**src/rtl/match_burst_fsm.sv**
```systemverilog
// ---------------------------------------------------------------------------
// match_burst_fsm
//
// Purpose
//   Counts the beats of a valid window whose sample equals a reference value.
//   When the window closes, emits a hit burst that lasts exactly as many cycles
//   as the number of matches counted. The count saturates at 2**CNT_W-1 and
//   raises a sticky overflow flag. The reference (and the optional compare
//   mask) is captured on the first beat of each window.
//
// Parameters
//   DATA_W  width of num/seq (and mask)
//   CNT_W   width of the match counter
//
// Ports
//   clock  in   1       single clock, rising edge
//   reset  in   1       synchronous, active-low (reset==0 resets)
//   valid  in   1       window qualifier; seq sampled when valid&ready
//   num    in   DATA_W  reference value, latched on first beat of a window
//   seq    in   DATA_W  sample compared against the latched reference
//   mask   in   DATA_W  compare mask (only with MATCH_BURST_MASK_EN)
//   ready  out  1       high whenever a beat would be accepted (state!=HIT)
//   hit    out  1       registered burst output
//   cnt    out  CNT_W   registered match count
//   sat    out  1       sticky: count saturated in the current window
//   state  out  2       IDLE=2'b00, COUNT=2'b01, HIT=2'b10
//
// Build option
//   MATCH_BURST_MASK_EN  when defined, adds the mask port; a beat matches when
//                        ((seq ^ num_q) & mask_q) == 0. Undefined: full-width
//                        equality compare and no mask port.
// ---------------------------------------------------------------------------
module match_burst_fsm #(
  parameter int DATA_W = 4,
  parameter int CNT_W  = 4
) (
  input  logic              clock,
  input  logic              reset,
  input  logic              valid,
  input  logic [DATA_W-1:0] num,
  input  logic [DATA_W-1:0] seq,
`ifdef MATCH_BURST_MASK_EN
  input  logic [DATA_W-1:0] mask,
`endif
  output logic              ready,
  output logic              hit,
  output logic [CNT_W-1:0]  cnt,
  output logic              sat,
  output logic [1:0]        state
);

  typedef enum logic [1:0] {
    ST_IDLE  = 2'b00,
    ST_COUNT = 2'b01,
    ST_HIT   = 2'b10,
    ST_BAD   = 2'b11
  } state_t;

  localparam logic [CNT_W-1:0]  CNT_ZERO  = '0;
  localparam logic [CNT_W-1:0]  CNT_ONE   = CNT_W'(1);
  localparam logic [CNT_W-1:0]  CNT_MAX   = '1;
  localparam logic [DATA_W-1:0] FULL_MASK = '1;

  // Masked compare: bits where the mask is 0 never cause a mismatch.
  function automatic logic beat_match(input logic [DATA_W-1:0] s,
                                      input logic [DATA_W-1:0] r,
                                      input logic [DATA_W-1:0] m);
    return ((s ^ r) & m) == '0;
  endfunction

  // Saturating increment. Returns {overflow, next_count}; at the ceiling the
  // count holds and overflow is flagged instead of wrapping.
  function automatic logic [CNT_W:0] sat_inc(input logic [CNT_W-1:0] c,
                                             input logic             en);
    if (!en)
      return {1'b0, c};
    else if (c == CNT_MAX)
      return {1'b1, c};
    else
      return {1'b0, c + CNT_ONE};
  endfunction

  state_t              state_q, state_nxt;
  logic [CNT_W-1:0]    cnt_q, cnt_nxt;
  logic                hit_q, hit_nxt;
  logic                sat_q, sat_nxt;
  logic [DATA_W-1:0]   num_q, num_nxt;
  logic [DATA_W-1:0]   cmp_mask_first;
  logic [DATA_W-1:0]   cmp_mask;
  logic                match_first;
  logic                match_q;
  logic [CNT_W:0]      inc_res;

`ifdef MATCH_BURST_MASK_EN
  logic [DATA_W-1:0]   mask_q, mask_nxt;

  assign cmp_mask_first = mask;
  assign cmp_mask       = mask_q;
`else
  assign cmp_mask_first = FULL_MASK;
  assign cmp_mask       = FULL_MASK;
`endif

  // The first beat of a window compares against the live inputs because the
  // reference registers are only loaded on that same edge.
  assign match_first = beat_match(seq, num, cmp_mask_first);
  assign match_q     = beat_match(seq, num_q, cmp_mask);
  assign inc_res     = sat_inc(cnt_q, match_q);

  // -------------------------------------------------------------------------
  // State register
  // -------------------------------------------------------------------------
  always_ff @(posedge clock) begin
    if (!reset) begin
      state_q <= ST_IDLE;
      cnt_q   <= CNT_ZERO;
      hit_q   <= 1'b0;
      sat_q   <= 1'b0;
      num_q   <= '0;
`ifdef MATCH_BURST_MASK_EN
      mask_q  <= '0;
`endif
    end else begin
      state_q <= state_nxt;
      cnt_q   <= cnt_nxt;
      hit_q   <= hit_nxt;
      sat_q   <= sat_nxt;
      num_q   <= num_nxt;
`ifdef MATCH_BURST_MASK_EN
      mask_q  <= mask_nxt;
`endif
    end
  end

  // -------------------------------------------------------------------------
  // Next-state logic
  // -------------------------------------------------------------------------
  always_comb begin
    state_nxt = state_q;
    case (state_q)
      ST_IDLE: begin
        if (valid)
          state_nxt = ST_COUNT;
      end
      ST_COUNT: begin
        // Window close: only enter HIT if there is something to emit.
        if (!valid)
          state_nxt = (cnt_q != CNT_ZERO) ? ST_HIT : ST_IDLE;
      end
      ST_HIT: begin
        // Leave on the last burst cycle; cnt==0 here is only a safety net.
        if (cnt_q <= CNT_ONE)
          state_nxt = ST_IDLE;
      end
      default: state_nxt = ST_IDLE;
    endcase
  end

  // -------------------------------------------------------------------------
  // Registered-output / datapath next values and combinational ready
  // -------------------------------------------------------------------------
  always_comb begin
    cnt_nxt  = cnt_q;
    hit_nxt  = hit_q;
    sat_nxt  = sat_q;
    num_nxt  = num_q;
`ifdef MATCH_BURST_MASK_EN
    mask_nxt = mask_q;
`endif
    case (state_q)
      ST_IDLE: begin
        hit_nxt = 1'b0;
        if (valid) begin
          num_nxt  = num;
`ifdef MATCH_BURST_MASK_EN
          mask_nxt = mask;
`endif
          cnt_nxt  = match_first ? CNT_ONE : CNT_ZERO;
          sat_nxt  = 1'b0;
        end
      end
      ST_COUNT: begin
        if (valid) begin
          cnt_nxt = inc_res[CNT_W-1:0];
          if (inc_res[CNT_W])
            sat_nxt = 1'b1;
        end else begin
          hit_nxt = (cnt_q != CNT_ZERO);
        end
      end
      ST_HIT: begin
        // Beats are neither counted nor queued while the burst drains.
        if (cnt_q != CNT_ZERO)
          cnt_nxt = cnt_q - CNT_ONE;
        hit_nxt = (cnt_q > CNT_ONE);
      end
      default: begin
        cnt_nxt  = CNT_ZERO;
        hit_nxt  = 1'b0;
        sat_nxt  = 1'b0;
        num_nxt  = '0;
`ifdef MATCH_BURST_MASK_EN
        mask_nxt = '0;
`endif
      end
    endcase
  end

  always_comb begin
    ready = (state_q != ST_HIT);
  end

  assign hit   = hit_q;
  assign cnt   = cnt_q;
  assign sat   = sat_q;
  assign state = state_q;

endmodule

```
**config.mk**
```make
export PLATFORM = sky130hd
export DESIGN_NAME = match_burst_fsm
export DESIGN_NICKNAME = d
export VERILOG_FILES = /design/src/rtl/match_burst_fsm.sv
export SDC_FILE = /design/constraint.sdc
export NUM_CORES = 1
export LEC_CHECK = 0
export ABC_AREA = 1
export BUFFER_PORTS_ARGS = -buffer_cell sky130_fd_sc_hd__buf_2
export CORE_AREA = 2 2 46 48
export CTS_BUF_LIST = sky130_fd_sc_hd__clkbuf_16
export DETAILED_ROUTE_END_ITERATION = 10
export DIE_AREA = 0 0 48 50
export PLACE_DENSITY = 0.72
export SLEW_MARGIN = 10
export SYNTH_ARGS = -nofsm -noshare
export SYNTH_HDL_FRONTEND = slang
export SYNTH_SLANG_ARGS = --single-unit
```
**constraint.sdc**
```tcl
create_clock -name clock -period 2.1 [get_ports clock]
set_input_delay 0.21 -clock clock [delete_from_list [all_inputs] [get_ports clock]]
set_output_delay 0.21 -clock clock [all_outputs]
set_load 0.05 [all_outputs]
```
# After elaboration in Yosys (flattened, before gate mapping)
# Index checks and enable logic that the tools add are counted.
[totals]
output_inout_bits = 9
inputBits = 11
ff_bits = 12
word_cells = 54
[classes]
muxes = 20
n_eq_ne = 12
order_cmp = 2
n_bitwise = 4
n_reduce_logical = 9
addsub = 2
[op_table]
columns = ["cell", "n"]
rows = [
  ["!= test 2 bit, second input constant", 9],
  ["two-way mux 4 bit", 4],
  ["case mux 4 bit (3 select lines)", 1],
  ["two-way mux 5 bit", 2],
  ["logical NOT 4 bit", 2],
  ["two-way mux 2 bit", 4],
  ["case mux 4 bit (2 select lines)", 1],
  ["XOR 4 bit", 2],
  ["case mux 2 bit (3 select lines)", 1],
  ["two-way mux 1 bit", 5],
  ["AND reduction 5 bit", 1],
  ["adder 4 x 1 -> 4 bit, second input constant", 1],
  ["== test 4 bit, second input constant", 1],
  ["greater-than comparator 4 x 1 -> 1 bit, second input constant", 1],
  ["<= comparator 4 x 1 -> 1 bit, second input constant", 1],
  ["AND reduction 4 bit", 1],
  ["nonzero test 4 bit", 1],
  ["subtractor 4 x 1 -> 4 bit, second input constant", 1],
  ["case mux 1 bit (3 select lines)", 1],
  ["AND reduction 3 bit", 1],
  ["== test 2 x 1 -> 1 bit, second input constant", 1],
  ["== test 2 bit, second input constant", 1],
  ["logical NOT 2 bit", 1],
  ["NOT 1 bit", 2],
  ["3 further kinds", 3],
]

# Logic depth before layout (Yosys ltp)
# Gate-level depths: netlist of run 1.
[depth]
depth_word = 6
mapped_depth = 11
mapped_depth_nobuf = 11

# Worst setup path after synthesis of run 1
# No wires, ideal clock.
[synth_path]
path_type = "register -> register"
startpoint = "register state_q[0] (netlist: state[0])"
endpoint = "register state_q[0] (netlist: state[0])"
arrival_ps = 1882
setup_time_ps = 121
t_required_ps = 1979
path_buffers = 0
path_slack_ps = 97
synth_period_minus_slack_ps = 2003
stages_incl_launch_ff = 9
cell_sequence = "dfxtp_1 inv_1 ha_1 inv_1 a21oi_1 nor2_1 nand2_1 o21ai_0 a21oi_1"
[synth_via]
elab_chain_cells = 3
word_cells_on_any_way = 8
cone_classes = "eq/ne: 5; mux: 1; reduce/logical: 2"
[synth_lines]
columns = ["element", "line", "source"]
rows = [
  ["start, declared", "83", "state_t state_q, state_nxt;"],
  ["start signal, assigned", "124", "state_q <= state_nxt;"],
  ["== test 2 bit, or another cell as far along", "140", "case (state_q)"],
  ["!= test 2 bit (no source line)", "--", ""],
  ["AND reduction 3 bit (no source line)", "--", ""],
]
# Several ways; a longest one is shown, not always the timed one.
# A chain may end at the register's enable or synchronous reset.

# Worst setup path after layout of run 1
[layout_path]
startpoint = "register cnt_q[0] (netlist: cnt[0])"
endpoint = "register state_q[1] (netlist: state[1])"
[layout_via]
elab_chain_cells = 4
word_cells_on_any_way = 7
cone_classes = "order compare: 1; eq/ne: 1; mux: 3; reduce/logical: 2"
[layout_lines]
columns = ["element", "line", "source"]
rows = [
  ["start, declared", "84", "logic [CNT_W-1:0] cnt_q, cnt_nxt;"],
  ["start signal, assigned", "125", "cnt_q <= cnt_nxt;"],
  ["branches (longest 4 deep; another with <= comparator 4 x 1 -> 1 bit)", "--", ""],
]
# Several ways; the timed one is not identified. The select of a mux whose other input is x is not followed.

==> impl_metrics.tcl, run 1 <==
set metrics [dict create \
    outcome "complete, no violations" \
    clockBufferDepth 2 \
    nets 179 \
    final_cell_count_no_fill 186 \
    post-route-period-util_pct 81.01 \
    fmax_mhz 587.8 \
    num_vias 897 \
    regArea_um2 240.2 \
    grt_use_total_pct 19.71 \
    ff2ff_setup_slack_ns 0.40 \
    max_slew_margin_pct 78.31 \
    grt_pass1_vias 838 \
    core-area_mm2 0.001902 \
    worst_pin_slew_ns 0.3254 \
    synth_cells 137 \
    post_cts_resized 0 \
    r2r_start "cnt[0]$_SDFFE_PN0P_" \
    critPathMaxFanout 7 \
    io_buffers 19 \
    cts_buffers 3 \
    pwr_density_cell_mw_per_mm2 1392 \
    n_fill_cell 188 \
    hold_ws_ns 0.2590 \
    synth_edf_count 0 \
    cts_max_level 1 \
    multi_input_area_um2 568.0 \
    yosysMostFrequentCell "nand2_1" \
    dr.pass1.iters 2 \
    syn-mean-instance-area_um2 6.640 \
    irDropWorstVdd_mv 0.9122 \
    worstHoldEndpoint "state[0]$_SDFFE_PN0P_" \
    final-setup-viol-count 0 \
    ys_types 24 \
    endpoint_kind "flop" \
    ys.flop_type "dfxtp_1" \
    ctsHoldBuffers 0 \
    syn_nets 156 \
    crit_required_ns 2.27 \
    cts_num_sinks 12 \
    routedWlPerCell_um 10.68 \
    clock_latency_ns 0.24 \
    yosys-top-cells-count "35 x nand2_1, 23 x inv_1, 15 x a21oi_1, 12 x dfxtp_1" \
    synth_area_leaders "dfxtp_1 26%, nand2_1 14%, ha_1 11%" \
    critPathKind "reg -> reg" \
    reg2reg_depth 8 \
    worstPathArrival_ns 1.87 \
    antenna_found_initial 0 \
    synth_top_cell_by_area "dfxtp_1" \
    vias_per_cell 4.823 \
    chipWidth_um 48 \
    drive_above_1_share_pct 19.50 \
    grt_overflow 0 \
    grt_pass1_wl_mm 3.443 \
    timing.rr.end "state[1]$_SDFFE_PN0P_" \
    synth.top_cell.area_share_pct 26.41 \
    n_antenna_cell 0 \
    hold_viol 0 \
    post_cts.repair.setup_buffers 0 \
    start_util_pct 47.83 \
    dpl.hpwl_mm 1.572 \
    worstHoldPathType "in -> reg" \
    ios 20 \
    placedCellCount 182 \
    hold_depth 3 \
    clkTransAtPathRegs_ns 0.04 \
    grt_max_degree 10 \
    rsz0062_at_grt "no" \
    synthesis.area_um2 909.6 \
    hp-start "reset" \
    gp_congestion 0.8390 \
    drt-initial-drc-count 10 \
    postRouteAntennaNets 0 \
    drv_cap 0 \
    skew_ns 0.003048 \
    slew_viol_final 0 \
    root_buffer "clkbuf_16" \
    cts_tree "built" \
    syn_to_final_growth_pct 21.60 \
    setup_tns_ns 0 \
    cp-start-kind "flop" \
    rows 16 \
    ys_seq_area_share_pct 26.41 \
    post-route-drc-count 0 \
    power_leakage_nw 0.5510 \
    die-area_mm2 0.002400 \
    ys_ff_latch 12 \
    ys_async_sr_fraction_pct 0 \
    yosys_warnings 0 \
    routed_wl_mm 1.986 \
    fin_crit_ns 1.701 \
    fp.dieH_um 50 \
]
[layout make-up]
| cell class | count | area share [%] |
|---|---|---|
| Sequential cell | 12 | 21.72 |
| Tap cell | 27 | 3.054 |
| Inverter | 24 | 8.145 |
| Timing Repair Buffer | 19 | 8.597 |
| Clock inverter | 1 | 0.3394 |
| Clock buffer | 3 | 6.787 |
| Multi-Input combinational cell | 100 | 51.36 |
[worst max-delay path, stage by stage, from the launching register on]
cell and delay (ns):
dfxtp_1 0.43, inv_1 0.13, ha_1 0.24, or2_2 0.28, a21oi_1 0.17, nor2_1 0.06
nand2_1 0.10, o21ai_0 0.09, a21oi_1 0.13
[worst max path at each step]
stage / startpoint / endpoint / slack, ns / depth (start not counted)
global route: state[1]$_SDFFE_PN0P_ / num_q[0]$_SDFFE_PN0P_ / 0.22 / 8
finish: cnt[0]$_SDFFE_PN0P_ / state[1]$_SDFFE_PN0P_ / 0.40 / 8
floorplan: state[0]$_SDFFE_PN0P_ / state[0]$_SDFFE_PN0P_ / 0.1 / 8
global placement: cnt[0]$_SDFFE_PN0P_ / state[1]$_SDFFE_PN0P_ / 0.52 / 8
CTS: cnt[0]$_SDFFE_PN0P_ / state[1]$_SDFFE_PN0P_ / 0.40 / 8
detailed placement: cnt[0]$_SDFFE_PN0P_ / state[1]$_SDFFE_PN0P_ / 0.42 / 8
[cell families after synthesis]
group	share of synthesized area, %
fa+ha+maj	11.00
xor+xnor	4.815
flops	26.41
buf+inv	11.14
compound gates	17.33
simple gates	29.30
[through the flow]
step                      utilization, %  total power [mW]  worst slack (ns)  area (µm²)
after floorplan                        -             1.009           0.09714       909.6
after global placement             54.01             1.173            0.5229        1027
after detailed placement           54.01             1.193            0.4242        1027
after CTS                          58.16             1.555            0.4040        1106
after global routing               58.16             1.664            0.2246        1106
final                              58.16             1.540            0.3988        1106
[power by group]
| part | switching [mW] | internal [mW] | leakage [nW] | total, mW |
|---|---|---|---|---|
| registers | 0.0604 | 0.295 | 0.0983 | 0.356 |
| logic | 0.579 | 0.256 | 0.414 | 0.835 |
| clock network | 0.0983 | 0.251 | 0.0385 | 0.349 |
| total | 0.738 | 0.802 | 0.551 | 1.54 |
[per-layer routing]
| metal | up-vias | share of wire [%] | GRT usage, % |
|---|---|---|---|
| li1 | 481 | - | - |
| met1 | 401 | 48 | 24.39 |
| met2 | 11 | 49 | 32.00 |
| met3 | 4 | 1.8 | 3.297 |
| met4 | 0 | 1.2 | 8.559 |
| met5 | - | 0 | 0 |
[flip-flops by register name, summed over array words and instances (netlist names)]
| name | flops |
|---|---|
| num_q | 4 |
| sat | 1 |
| state | 2 |
| cnt | 4 |
| hit | 1 |
[layout by cell type (no fill, tap or decap)]
master / count
nand2_1: 35
inv_1: 23
buf_2: 19
a21oi_1: 15
dfxtp_1: 12
o21ai_0: 8
ha_1: 8
nand3_1: 6
nor2_1: 6
a211oi_1: 4
xor2_1: 3
clkbuf_16: 3
nor2_2: 2
nand2_2: 2
xnor2_1: 2
nand3_2: 1
nand2_4: 1
nor2_4: 1
inv_2: 1
o21ai_1: 1
nand4_1: 1
or2_2: 1
a21boi_0: 1
nor3_1: 1
nand3b_1: 1
clkinv_1: 1
Note: power is estimated with default switching activity, not from simulation.
==> inputs of run 2 (changes only) <==
- CORE_AREA: 2 2 46 48 -> 2 2 47 49
- DIE_AREA: 0 0 48 50 -> 0 0 49 51
- clock period: 2.1 -> 1.5 ns (I/O delays scaled with it)
==> run 2 against run 1 <==
  * Final cell count grew 2.7%
  * Worst hold slack lost 0.071 ns
  * Cell area grew 11%
  * Largest cell class unchanged
  * Critical path type unchanged
  * Critical endpoint is now state[0]$_SDFFE_PN0P_
  * Wire length is 12% higher
  * First-iteration DRC count rose to 3.0 times the previous value
  * Highest routed layer unchanged
  * Register-to-register slack got worse by 0.33 ns
==> impl_metrics.tcl, run 2 (synthesis results as in run 1) <==
set metrics [dict create \
    regArea_um2 256.5 \
    n_antenna_cell 0 \
    die-area_mm2 0.002499 \
    cts_num_sinks 12 \
    timing.final.ws_setup_ns 0.06647 \
    power_mw 2.354 \
    final-setup-viol-count 0 \
    chipWidth_um 49 \
    worst_pin_slew_ns 0.3231 \
    dr.pass1.iters 4 \
    drt-initial-drc-count 30 \
    cts_buffers 3 \
    setup_tns_ns 0 \
    clkTransAtPathRegs_ns 0.04 \
    gp_congestion 0.8502 \
    max_slew_margin_pct 78.44 \
    final_core_util_pct 59.37 \
    final_cell_count_no_fill 191 \
    critPathMaxFanout 7 \
    multi_input_area_um2 628.1 \
    cp-start-kind "flop" \
    io_buffers 19 \
    ctsHoldBuffers 0 \
    clock_latency_ns 0.24 \
    final_common_cell "nand2_1" \
    syn_to_final_growth_pct 34.66 \
    post-route-period-util_pct 95.57 \
    pre_cts_slack_ns 0.04038 \
    cts_tree "built" \
    drv_cap 0 \
    power_leakage_nw 0.5676 \
    skew_ns 0.001974 \
    drive_above_1_share_pct 34.97 \
    ios 20 \
    routed_wl_mm 2.215 \
    critPathKind "reg -> reg" \
    pwr_density_cell_mw_per_mm2 1922 \
    root_buffer "clkbuf_16" \
    clockBufferDepth 2 \
    crit_required_ns 1.67 \
    grt_pass1_vias 836 \
    nets 183 \
    grt_overflow 0 \
    num_vias 967 \
    worstHoldPathType "in -> reg" \
    dpl_cell_area_mm2 0.001077 \
    grt_use_total_pct 17.91 \
    dpl.hpwl_mm 1.630 \
    worstPathArrival_ns 1.60 \
    grt_max_degree 10 \
    grt_pass1_wl_mm 3.436 \
    n_fill_cell 188 \
    cts_max_level 1 \
    slew_viol_final 0 \
    antenna_found_initial 0 \
    postRouteAntennaNets 0 \
    rsz0062_at_grt "yes" \
    placedCellCount 184 \
    vias_per_cell 5.063 \
    hold_viol 0 \
    routedWlPerCell_um 11.60 \
    fin_area_mm2 0.001225 \
    fin_crit_ns 1.434 \
    start_util_pct 44.09 \
    rows 17 \
    fp.dieH_um 51 \
    fmax_mhz 697.6 \
    outcome "complete, no violations" \
    core-area_mm2 0.002063 \
    hold_ws_ns 0.1885 \
    irDropWorstVdd_mv 1.196 \
    layout_common_cells "34 x nand2_1, 19 x buf_2, 16 x inv_1" \
    endpoint_kind "flop" \
    post-route-drc-count 0 \
]
## run 2: cell types whose count changed in the layout (fill, tap and decap cells not counted), moves of 2 or more
cell / before / now
a21oi_2: 0 / 2
dfxtp_4: 0 / 4
ha_2: 0 / 4
ha_1: 8 / 2
ha_4: 0 / 2
inv_1: 23 / 16
inv_2: 1 / 4
buf_4: 0 / 4
a21oi_1: 15 / 13
inv_4: 0 / 3
o21ai_0: 8 / 6
o21ai_1: 1 / 3
dfxtp_1: 12 / 7
## run 2: area by class of cell
| cell class | instances | share of cell area [%] |
|---|---|---|
| clock inverter | 1 | 0.3064 |
| timing repair buffer | 23 | 10.21 |
| inverter | 24 | 8.274 |
| clock buffer | 3 | 6.129 |
| multi-input combinational | 100 | 51.28 |
| tap | 28 | 2.860 |
| sequential | 12 | 20.94 |
## run 2: worst max-delay path: stages, from the launching register on
cell     delay, ns
dfxtp_4       0.40
inv_4         0.05
ha_2          0.19
or2_4         0.22
a21oi_2       0.15
nor2_1        0.05
nand2_1       0.11
o21ai_1       0.08
a21oi_1       0.10
## run 2: worst paths after layout
kind | cells after the start | slack, ns | start | to
worst max register to register | 8 | 0.07 | cnt[0]$_SDFFE_PN0P_ | state[0]$_SDFFE_PN0P_
worst max-delay path | 8 | 0.07 | cnt[0]$_SDFFE_PN0P_ | state[0]$_SDFFE_PN0P_
worst min register to register | 2 | 0.45 | sat$_SDFFE_PN0P_ | sat$_SDFFE_PN0P_
worst min-delay path | 3 | 0.19 | reset | state[1]$_SDFFE_PN0P_
## run 2: where the power goes
| part | internal [mW] | switching [mW] |
|---|---|---|
| Clock | 0.351 | 0.144 |
| Combinational | 0.444 | 0.868 |
| Sequential | 0.435 | 0.112 |
| Total | 1.23 | 1.12 |
## run 2: routing by layer
layer  GRT usage (%)  wire length [µm]  vias up  share of wire (%)
met2           32.19              1081       34                 49
met5               0                 0        -                  0
li1                -                 -      488                  -
met3           2.632               128        7                5.8
met4           8.571                65        0                2.9
met1           20.94               940      438                 42
## run 2: timing repair
item | 4_1_cts | 5_1_grt
gates resized for setup | 0 | 17
buffers inserted | 0 | 3
endpoints found under the setup margin | 0 | 11
==> inputs of run 3 (changes only) <==
- CORE_AREA: 2 2 47 49 -> 2 2 53 45
- CTS_CLUSTER_DIAMETER: not set -> 60
- DIE_AREA: 0 0 49 51 -> 0 0 55 47
- GPL_TIMING_DRIVEN: not set -> 0
- PLACE_DENSITY: 0.72 -> 0.7
==> run 3 against run 2 <==
  * Power is 2.6% higher
  * Global-route usage is 0.87 points higher
  * Count of clock-buffer cells in the layout stayed put
  * Setup slack worse by 0.0088 ns
  * Clock power is 0.8% lower
  * Worst hold slack better by 0.0036 ns
  * Sequential share of layout area is 0.56 points lower
  * Sequential cell count stayed put
  * Cell area is 2.8% higher
  * Maximum frequency is 0.61% lower
  * Critical endpoint unchanged
  * Sequential power is 2% lower
  * Register-to-register slack hardly changed
==> impl_metrics.tcl, run 3 (synthesis results as in run 1) <==
set metrics [dict create \
    outcome "complete, no violations" \
    final-setup-viol-count 0 \
    nets 184 \
    drv_cap 0 \
    cp-start-kind "flop" \
    cts_num_sinks 12 \
    cpPeakStageDelay_ns 0.40 \
    critPathKind "reg -> reg" \
    syn_to_final_growth_pct 38.38 \
    crit_path_end "state[0]$_SDFFE_PN0P_" \
    rows 15 \
    ff2ff_setup_slack_ns 0.06 \
    hold_depth 3 \
    drive_above_1_share_pct 36.59 \
    postRouteAntennaNets 0 \
    fin_crit_ns 1.442 \
    die-area_mm2 0.002585 \
    setup.worst_path.start "cnt[1]$_SDFFE_PN0P_" \
    grt_pass1_wl_mm 3.394 \
    worstPathArrival_ns 1.60 \
    pre_cts_slack_ns -0.05904 \
    skew_ns 0.002997 \
    vias_per_cell 4.989 \
    setup_tns_ns 0 \
    grt_max_degree 9 \
    hold_viol 0 \
    clockBufferDepth 2 \
    slew_viol_final 0 \
    routed_wl_mm 2.278 \
    worst_pin_slew_ns 0.3240 \
    cts_buffers 3 \
    multi_input_area_um2 654.4 \
    cts_max_level 1 \
    pwr_density_cell_mw_per_mm2 1919 \
    ctsHoldBuffers 0 \
    start_util_pct 44.06 \
    irDropWorstVdd_mv 1.711 \
    post-route-drc-count 0 \
    crit_required_ns 1.66 \
    power_leakage_nw 0.5785 \
    grt_pass1_vias 785 \
    rsz0062_at_grt "yes" \
    grt_use_total_pct 18.77 \
    n_antenna_cell 0 \
    critPathSlowestCell "dfxtp_4" \
    clock_latency_ns 0.24 \
    r2r_start "cnt[1]$_SDFFE_PN0P_" \
    reg2reg_depth 8 \
    gp_congestion 0.8382 \
    core-area_mm2 0.002064 \
    post-route-period-util_pct 96.16 \
    max_slew_margin_pct 78.38 \
    drt-initial-drc-count 10 \
    grt_overflow 0 \
    antenna_found_initial 0 \
    layout_common_cells "34 x nand2_1, 19 x buf_2, 16 x inv_1" \
    dpl.hpwl_mm 1.633 \
    critPathMaxFanout 6 \
    n_fill_cell 175 \
    ios 20 \
    path_cells "inv_4, ha_4, or2_4, a21oi_2, nor2_1, nand2_1, o21ai_0, a21oi_1" \
    timing.rr.end "state[0]$_SDFFE_PN0P_" \
    cts_tree "built" \
    root_buffer "clkbuf_16" \
    timing.final.ws_setup_ns 0.05766 \
    clkTransAtPathRegs_ns 0.04 \
    routedWlPerCell_um 12.05 \
    worstHoldPathType "in -> reg" \
    critPathTopFamily "flip-flops" \
    dr.pass1.iters 4 \
    io_buffers 19 \
    num_vias 943 \
    cp_num_cells 8 \
    fmax_mhz 693.3 \
    fp.dieH_um 47 \
    regArea_um2 256.5 \
    endpoint_kind "flop" \
    cp_num_buf_inv 1 \
    final_common_cell "nand2_1" \
    chipWidth_um 55 \
]
-- run 3: changes by cell type in the layout (fill, tap and decap cells not counted), sizes merged --
cell  change
buf       +1
-- run 3: worst min path at each step --
stage / from / endpoint / slack (ns)
floorplan: reset / state[0]$_SDFFE_PN0P_ / 0.28
global placement: reset / state[0]$_SDFFE_PN0P_ / 0.44
detailed placement: reset / state[0]$_SDFFE_PN0P_ / 0.43
CTS: reset / hit$_SDFFE_PN0N_ / 0.19
global route: reset / state[0]$_SDFFE_PN0P_ / 0.20
finish: reset / hit$_SDFFE_PN0N_ / 0.19
-- run 3: area by class of cell --
class | count | share of cell area, %
Multi-Input combinational cell | 100 | 51.99
Clock inverter | 1 | 0.2982
Sequential cell | 12 | 20.38
Buffer | 1 | 0.8946
Clock buffer | 3 | 5.964
Tap cell | 25 | 2.485
Inverter | 24 | 8.052
Timing Repair Buffer | 23 | 9.940
-- run 3: layer usage --
metal | vias up | part of all wire [%] | global-route usage (%)
met5 | - | 0 | 0
met4 | 0 | 1.4 | 2.927
met3 | 4 | 5.0 | 6.688
met2 | 18 | 49 | 31.67
met1 | 426 | 45 | 23.69
li1 | 495 | - | -
-- run 3: worst reg2reg max path: cells and delay by family (launching register included) --
kind,cells,cell delay (ns)
flops,1,0.40
simple gates,3,0.40
compound gates,3,0.36
fa+ha+maj,1,0.15
buf+inv,1,0.06
-- run 3: what timing repair did --
item,CTS,global route
setup endpoints to repair,10,10
setup buffers,1,3
gates resized for setup,3,17
pin swaps,1,10
-- run 3: power by group --
group          internal [mW]  total (mW)  switching [mW]
combinational          0.488        1.39           0.900
clock                  0.351       0.491           0.140
sequential             0.435       0.536           0.101
total                   1.27        2.42            1.14
-- run 3: metrics by stage --
step | total power [mW] | instances | hold WS (ns) | instance area, µm² | util, %
after global placement | 1.711 | 181 | 0.4355 | 1077 | 52.18
after floorplan | 1.485 | 137 | 0.2784 | 950.9 | -
after detailed placement | 1.747 | 181 | 0.4341 | 1077 | 52.18
after CTS | 2.317 | 186 | 0.1866 | 1176 | 56.97
final | 2.415 | 189 | 0.1921 | 1259 | 60.97
after global routing | 2.595 | 189 | 0.2015 | 1259 | 60.97
